<file path="config.mk">
export PLATFORM = sky130hd
export DESIGN_NAME = hdr_frame_counter
export DESIGN_NICKNAME = d
export VERILOG_FILES = /design/src/rtl/hdr_frame_counter.sv
export SDC_FILE = /design/constraint.sdc
export NUM_CORES = 1
export LEC_CHECK = 0
export ABC_AREA = 1
export CAP_MARGIN = 30
export CORE_MARGIN = 10
export CORE_UTILIZATION = 59
export CTS_CLUSTER_DIAMETER = 60
export DETAILED_ROUTE_END_ITERATION = 12
export PLACE_DENSITY_LB_ADDON = 0.08
export RECOVER_POWER = 25
export SETUP_SLACK_MARGIN = 0.2
export SLEW_MARGIN = 20
export SYNTH_ARGS = -nofsm -noshare
export SYNTH_HDL_FRONTEND = slang
export SYNTH_SLANG_ARGS = --single-unit
</file>
<file path="constraint.sdc">
create_clock -name i_sys_clk -period 7.12 [get_ports i_sys_clk]
set_input_delay 2.136 -clock i_sys_clk [delete_from_list [all_inputs] [get_ports i_sys_clk]]
set_output_delay 2.136 -clock i_sys_clk [all_outputs]
set_load 0.02 [all_outputs]
</file>
<file path="src/rtl/hdr_frame_counter.sv">
// Frame counter: latches a command descriptor, derives its frame total, counts frame ticks down to done.
// Latency: start -> LOAD next cycle -> COUNT (frames valid) two cycles after start; tick -> outputs next cycle.
// Backpressure: i_fcnt_en low freezes the count; abort returns to IDLE and drops the command silently.
module hdr_frame_counter #(
    parameter int unsigned DATA_LEN_W      = 16,
    parameter int unsigned BYTES_PER_FRAME = 2,
    parameter int unsigned BITCNT_W        = 6,
    parameter int unsigned FRAME_LAST_BIT  = 19,
    parameter int unsigned CCC_OVH_BCAST   = 1,
    parameter int unsigned CCC_OVH_DIRECT  = 2,
    localparam int unsigned FRM_CNT_W      = DATA_LEN_W + 1
) (
    input  logic                  i_sys_clk,
    input  logic                  i_rst_n,
    input  logic                  i_fcnt_start,
    input  logic                  i_fcnt_en,
    input  logic                  i_fcnt_abort,
    input  logic                  i_regf_CMD_ATTR,
    input  logic [DATA_LEN_W-1:0] i_regf_DATA_LEN,
    input  logic [2:0]            i_regf_DTT,
    input  logic                  i_ccc_en,
    input  logic                  Direct_Broadcast_n,
    input  logic [BITCNT_W-1:0]   i_cnt_bit_count,
    input  logic                  i_scl_neg_edge,
    output logic                  o_fcnt_busy,
    output logic [FRM_CNT_W-1:0]  o_frames_left,
    output logic                  o_cccnt_last_frame,
    output logic                  o_frame_done,
    output logic                  o_cmd_done,
    output logic                  o_dtt_err
);

    // Ceil division by the frame width is a shift plus "any dropped bit set".
    localparam int unsigned SH = (BYTES_PER_FRAME == 4) ? 2 : ((BYTES_PER_FRAME == 2) ? 1 : 0);
    localparam logic [DATA_LEN_W-1:0] LEN_MASK = DATA_LEN_W'(BYTES_PER_FRAME - 1);
    localparam logic [2:0]            DTT_MASK = 3'(BYTES_PER_FRAME - 1);

    typedef enum logic [1:0] {S_IDLE, S_LOAD, S_COUNT, S_DONE} state_t;

    state_t                 state;
    logic                   attr_q;
    logic                   ccc_q;
    logic                   direct_q;
    logic [DATA_LEN_W-1:0]  len_q;
    logic [2:0]             dtt_q;

    logic                   dtt_over;
    logic [2:0]             dtt_clamp;
    logic [FRM_CNT_W-1:0]   pay_reg;
    logic [FRM_CNT_W-1:0]   pay_imm;
    logic [FRM_CNT_W-1:0]   ovh;
    logic [FRM_CNT_W-1:0]   total;
    logic                   tick;

    always_comb begin
        dtt_over  = (dtt_q > 3'd4);
        dtt_clamp = dtt_over ? 3'd4 : dtt_q;
        pay_reg   = FRM_CNT_W'(len_q >> SH) + FRM_CNT_W'(|(len_q & LEN_MASK));
        pay_imm   = FRM_CNT_W'(dtt_clamp >> SH) + FRM_CNT_W'(|(dtt_clamp & DTT_MASK));
        ovh       = '0;
        if (ccc_q) begin
            ovh = direct_q ? FRM_CNT_W'(CCC_OVH_DIRECT) : FRM_CNT_W'(CCC_OVH_BCAST);
        end
        total = (attr_q ? pay_imm : pay_reg) + ovh;
        tick  = i_fcnt_en & i_scl_neg_edge & (i_cnt_bit_count == BITCNT_W'(FRAME_LAST_BIT));
    end

    always_ff @(posedge i_sys_clk or negedge i_rst_n) begin
        if (!i_rst_n) begin
            state              <= S_IDLE;
            attr_q             <= 1'b0;
            ccc_q              <= 1'b0;
            direct_q           <= 1'b0;
            len_q              <= '0;
            dtt_q              <= '0;
            o_fcnt_busy        <= 1'b0;
            o_frames_left      <= '0;
            o_cccnt_last_frame <= 1'b0;
            o_frame_done       <= 1'b0;
            o_cmd_done         <= 1'b0;
            o_dtt_err          <= 1'b0;
        end else begin
            o_frame_done <= 1'b0;
            o_cmd_done   <= 1'b0;
            if (i_fcnt_abort) begin
                state              <= S_IDLE;
                o_fcnt_busy        <= 1'b0;
                o_frames_left      <= '0;
                o_cccnt_last_frame <= 1'b0;
            end else begin
                case (state)
                    S_IDLE: begin
                        if (i_fcnt_start) begin
                            attr_q      <= i_regf_CMD_ATTR;
                            len_q       <= i_regf_DATA_LEN;
                            dtt_q       <= i_regf_DTT;
                            ccc_q       <= i_ccc_en;
                            direct_q    <= Direct_Broadcast_n;
                            o_dtt_err   <= 1'b0;
                            o_fcnt_busy <= 1'b1;
                            state       <= S_LOAD;
                        end
                    end
                    S_LOAD: begin
                        o_dtt_err <= attr_q & dtt_over;
                        if (total == '0) begin
                            state              <= S_DONE;
                            o_fcnt_busy        <= 1'b0;
                            o_cmd_done         <= 1'b1;
                            o_frames_left      <= '0;
                            o_cccnt_last_frame <= 1'b0;
                        end else begin
                            state              <= S_COUNT;
                            o_frames_left      <= total;
                            o_cccnt_last_frame <= (total == FRM_CNT_W'(1));
                        end
                    end
                    S_COUNT: begin
                        if (tick) begin
                            o_frame_done  <= 1'b1;
                            o_frames_left <= o_frames_left - FRM_CNT_W'(1);
                            if (o_frames_left == FRM_CNT_W'(1)) begin
                                state              <= S_DONE;
                                o_fcnt_busy        <= 1'b0;
                                o_cmd_done         <= 1'b1;
                                o_cccnt_last_frame <= 1'b0;
                            end else begin
                                o_cccnt_last_frame <= (o_frames_left == FRM_CNT_W'(2));
                            end
                        end
                    end
                    S_DONE: begin
                        state         <= S_IDLE;
                        o_frames_left <= '0;
                    end
                    default: begin
                        state <= S_IDLE;
                    end
                endcase
            end
        end
    end

endmodule

</file>
==> results.ini <==
[sta]
fin_crit_sh_pct = 64.4
finalCriticalPeriod_ns = 4.58
slew_headroom_pct = 5.27
tns_ns = 0
worst_pin_slew_ns = 1.42
finClkSkew_ns = 0.00577
setup_violations = 0
rsz0062_at_grt = false
slew_viol_final = 0
whs_ns = 0.486
hold_viol_final = 0
fmax_mhz = 218

[place]
place_congestion = 0.894
dpl_cell_area_um2 = 4140
hpwl_um = 7010
dp.cells = 620
numPortBuffers = 55

[clock_network]
cts_max_level = 2
ctsResizeCount = 0
clkTransAtPathRegs_ns = 0.09
cts_buffers = 5
cts_tree = yes
cts_max_path_buffers = 2
cts_setup_buffers = 0
ctsHoldBuffers = 0
clk_latency_ns = 0.31
clock_sinks = 46
cts_root_buf = clkbuf_8

[synth]
synthAdderAreaFrac_pct = 5.55
syn-num-nets = 547
yosys_warnings = 0
synth_mux_area_share_pct = 1.92
syn_inst = 498
synth_area_per_cell_um2 = 7.07
synth-simple-area-share_pct = 34.4
synthXorXnorAreaFrac_pct = 3.49
synth-seq-area-share_pct = 32.7
synth-edff-count = 0
synthDistinctLibCells = 39
synth_top_family_by_area = simple AND/OR/NAND/NOR gates
syn_area_um2 = 3520
synth-seq-cells = 46
async_reset_ff_share_pct = 100
ys.flop_type = dfrtp_1
synth_compound_area_share_pct = 12.7

[floorplan]
die_w_um = 97.2
die_y_um = 97.2
die-area_um2 = 9450
ios = 56
start_util_pct = 60.1
core_um2 = 5850
rows = 28

[outcome]
status = finished clean

[grt]
grt_use_met2_pct = 31.4
antenna_found_initial = 0
grt_util_met1_pct = 21.6
grt_pass1_vias = 3402
grt.overflow.total = 0
grt_start_max_net_pins = 39
grt_pass1_wl_um = 15000
gr-usage-met3_pct = 4.13
top_usage_layer = met2
globalRouteTotalUtil_pct = 18.0

[finish]
final_common_cell = nand2_1
fin_nets = 601
drive_gt1_share_pct = 9.40
fill_cells = 516
syn2layout_area_growth_pct = 20.4
antennaDiodeCount = 0
multiInputGateArea_um2 = 2040
final_area_um2 = 4240
seqCellArea_um2 = 1150
stdcell_count = 628
post-route-util_pct = 72.4
final_cell_mix = nand2_1 (94), inv_1 (71), nor2_1 (60), clkdlybuf4s50_1 (54), dfrtp_1 (46)

[detailed_routing]
drt_pass1_iterations = 5
antenna_left = 0
vias_per_cell = 5.44
wl_per_cell_um = 13.9
first_iter_violations = 124
vias = 3415
drc = 0
drt-total-wl_um = 8740

[critical_path]
cp-start-kind = input pin
worst_setup_path_end_kind = flop
r2r_slack_ns = 3.81
slowest_stage = a21oi_2
critPathTopFamily = simple AND/OR/NAND/NOR gates
path_buf_inv = 2
cp_common_cell = o21ai_0
reg2reg_from = dtt_q[2]$_DFFE_PN0P_
path_class = in -> reg
r2r_cells = 22
cp_data_arrival_time_ns = 4.81
crit_chain = clkdlybuf4s50_1, or2_2, nor4_2, nor2_1, a21oi_2, nand2_2, nor2_1, inv_1, o21ai_0, o21ai_0, o21ai_0
max_stage_delay_ns = 0.59
path_max_fanout = 18
cp.required_ns = 7.35
rr_endpoint = o_fcnt_busy$_DFFE_PN0P_

[worst_hold_path]
hold_depth = 2
hold_path_class = reg -> reg
hold_path_startpoint = o_fcnt_busy$_DFFE_PN0P_
hold_end = o_fcnt_busy$_DFFE_PN0P_

[power]
ir_drop_mv = 0.274
leakage_nw = 1.98
power_density_nw_per_um2 = 409

[run]
cap_violations = 0

## synth_stat cells (7+ instances only)
cell type,n,share of area (%)
nand2_1,94,10
inv_1,71,7.6
nor2_1,60,6.4
dfrtp_1,46,33
nand3_1,42,6.0
a21oi_1,29,4.1
o21ai_0,21,3.0
ha_1,14,5.0
xor2_1,14,3.5
nand4_1,12,2.1
o22ai_1,10,1.8
clkbuf_1,8,0.85
nand2_2,8,1.4
nor2_4,8,2.6
nor3_1,8,1.1
nand3_2,7,2.0
## power breakdown
group | internal, W | leakage, nW | switching (W) | total [W]
sequential | 0.000360 | 0.567 | 0.0000974 | 0.000458
clock | 0.000105 | 0.0585 | 0.0000988 | 0.000204
combinational | 0.000396 | 1.36 | 0.000677 | 0.00107
## cell families after synthesis
group | Yosys count
and+or+nand+nor | 253
DFF | 46
muxes | 6
buffers and inverters | 85
AOI/OAI and AO/OA | 79
xor gates and xnor gates | 14
adders and majority gates | 15
## state kept, by name, summed over array words and instances, names as in the netlist
| register | cells |
|---|---|
| ccc_q | 1 |
| state | 2 |
| direct_q | 1 |
| o_fcnt_busy | 1 |
| attr_q | 1 |
| o_cmd_done | 1 |
| o_frame_done | 1 |
| dtt_q | 3 |
| o_cccnt_last_frame | 1 |
| len_q | 16 |
| o_dtt_err | 1 |
| o_frames_left | 17 |
## routing by layer
| layer | part of all wire (%) | routed length, um |
|---|---|---|
| met2 | 48 | 4230 |
| met3 | 5.7 | 499 |
| met5 | 0 | 0 |
| met1 | 45 | 3900 |
| met4 | 1.3 | 116 |
## worst min-delay path: cells and delay by family (launching register included)
kind | cells | cell delay [ns]
DFF | 1 | 0.35
and+or+nand+nor | 2 | 0.10
## layout make-up
class | count | share of cell area [%]
clock buffers | 5 | 1.62
clock inverters | 3 | 1.03
inverters | 75 | 6.64
multi-input cells | 367 | 48.2
flip-flops and latches | 46 | 27.2
well taps | 75 | 2.21
repair buffers | 57 | 13.1
## per-stage QoR
| step | setup slack [ns] | power, W |
|---|---|---|
| after floorplan | 3.39 | 0.00124 |
| after global placement | 2.32 | 0.00149 |
| after detailed placement | 2.25 | 0.00153 |
| after CTS | 2.57 | 0.00174 |
| after global routing | 2.31 | 0.00190 |
| final | 2.54 | 0.00173 |
## how the worst max path moves through the flow
stage	startpoint	to	slack [ns]	cells past startpoint
floorplan	i_cnt_bit_count[3]	o_frames_left[10]$_DFFE_PN0P_	3.39	10
global placement	i_cnt_bit_count[3]	o_frames_left[10]$_DFFE_PN0P_	2.32	11
detailed placement	i_cnt_bit_count[3]	o_frames_left[9]$_DFFE_PN0P_	2.25	11
CTS	i_cnt_bit_count[3]	o_frames_left[9]$_DFFE_PN0P_	2.57	11
global route	i_cnt_bit_count[3]	o_frames_left[1]$_DFFE_PN0P_	2.31	11
finish	i_cnt_bit_count[3]	o_frames_left[5]$_DFFE_PN0P_	2.54	11
Note: power is estimated with default switching activity, not from simulation.
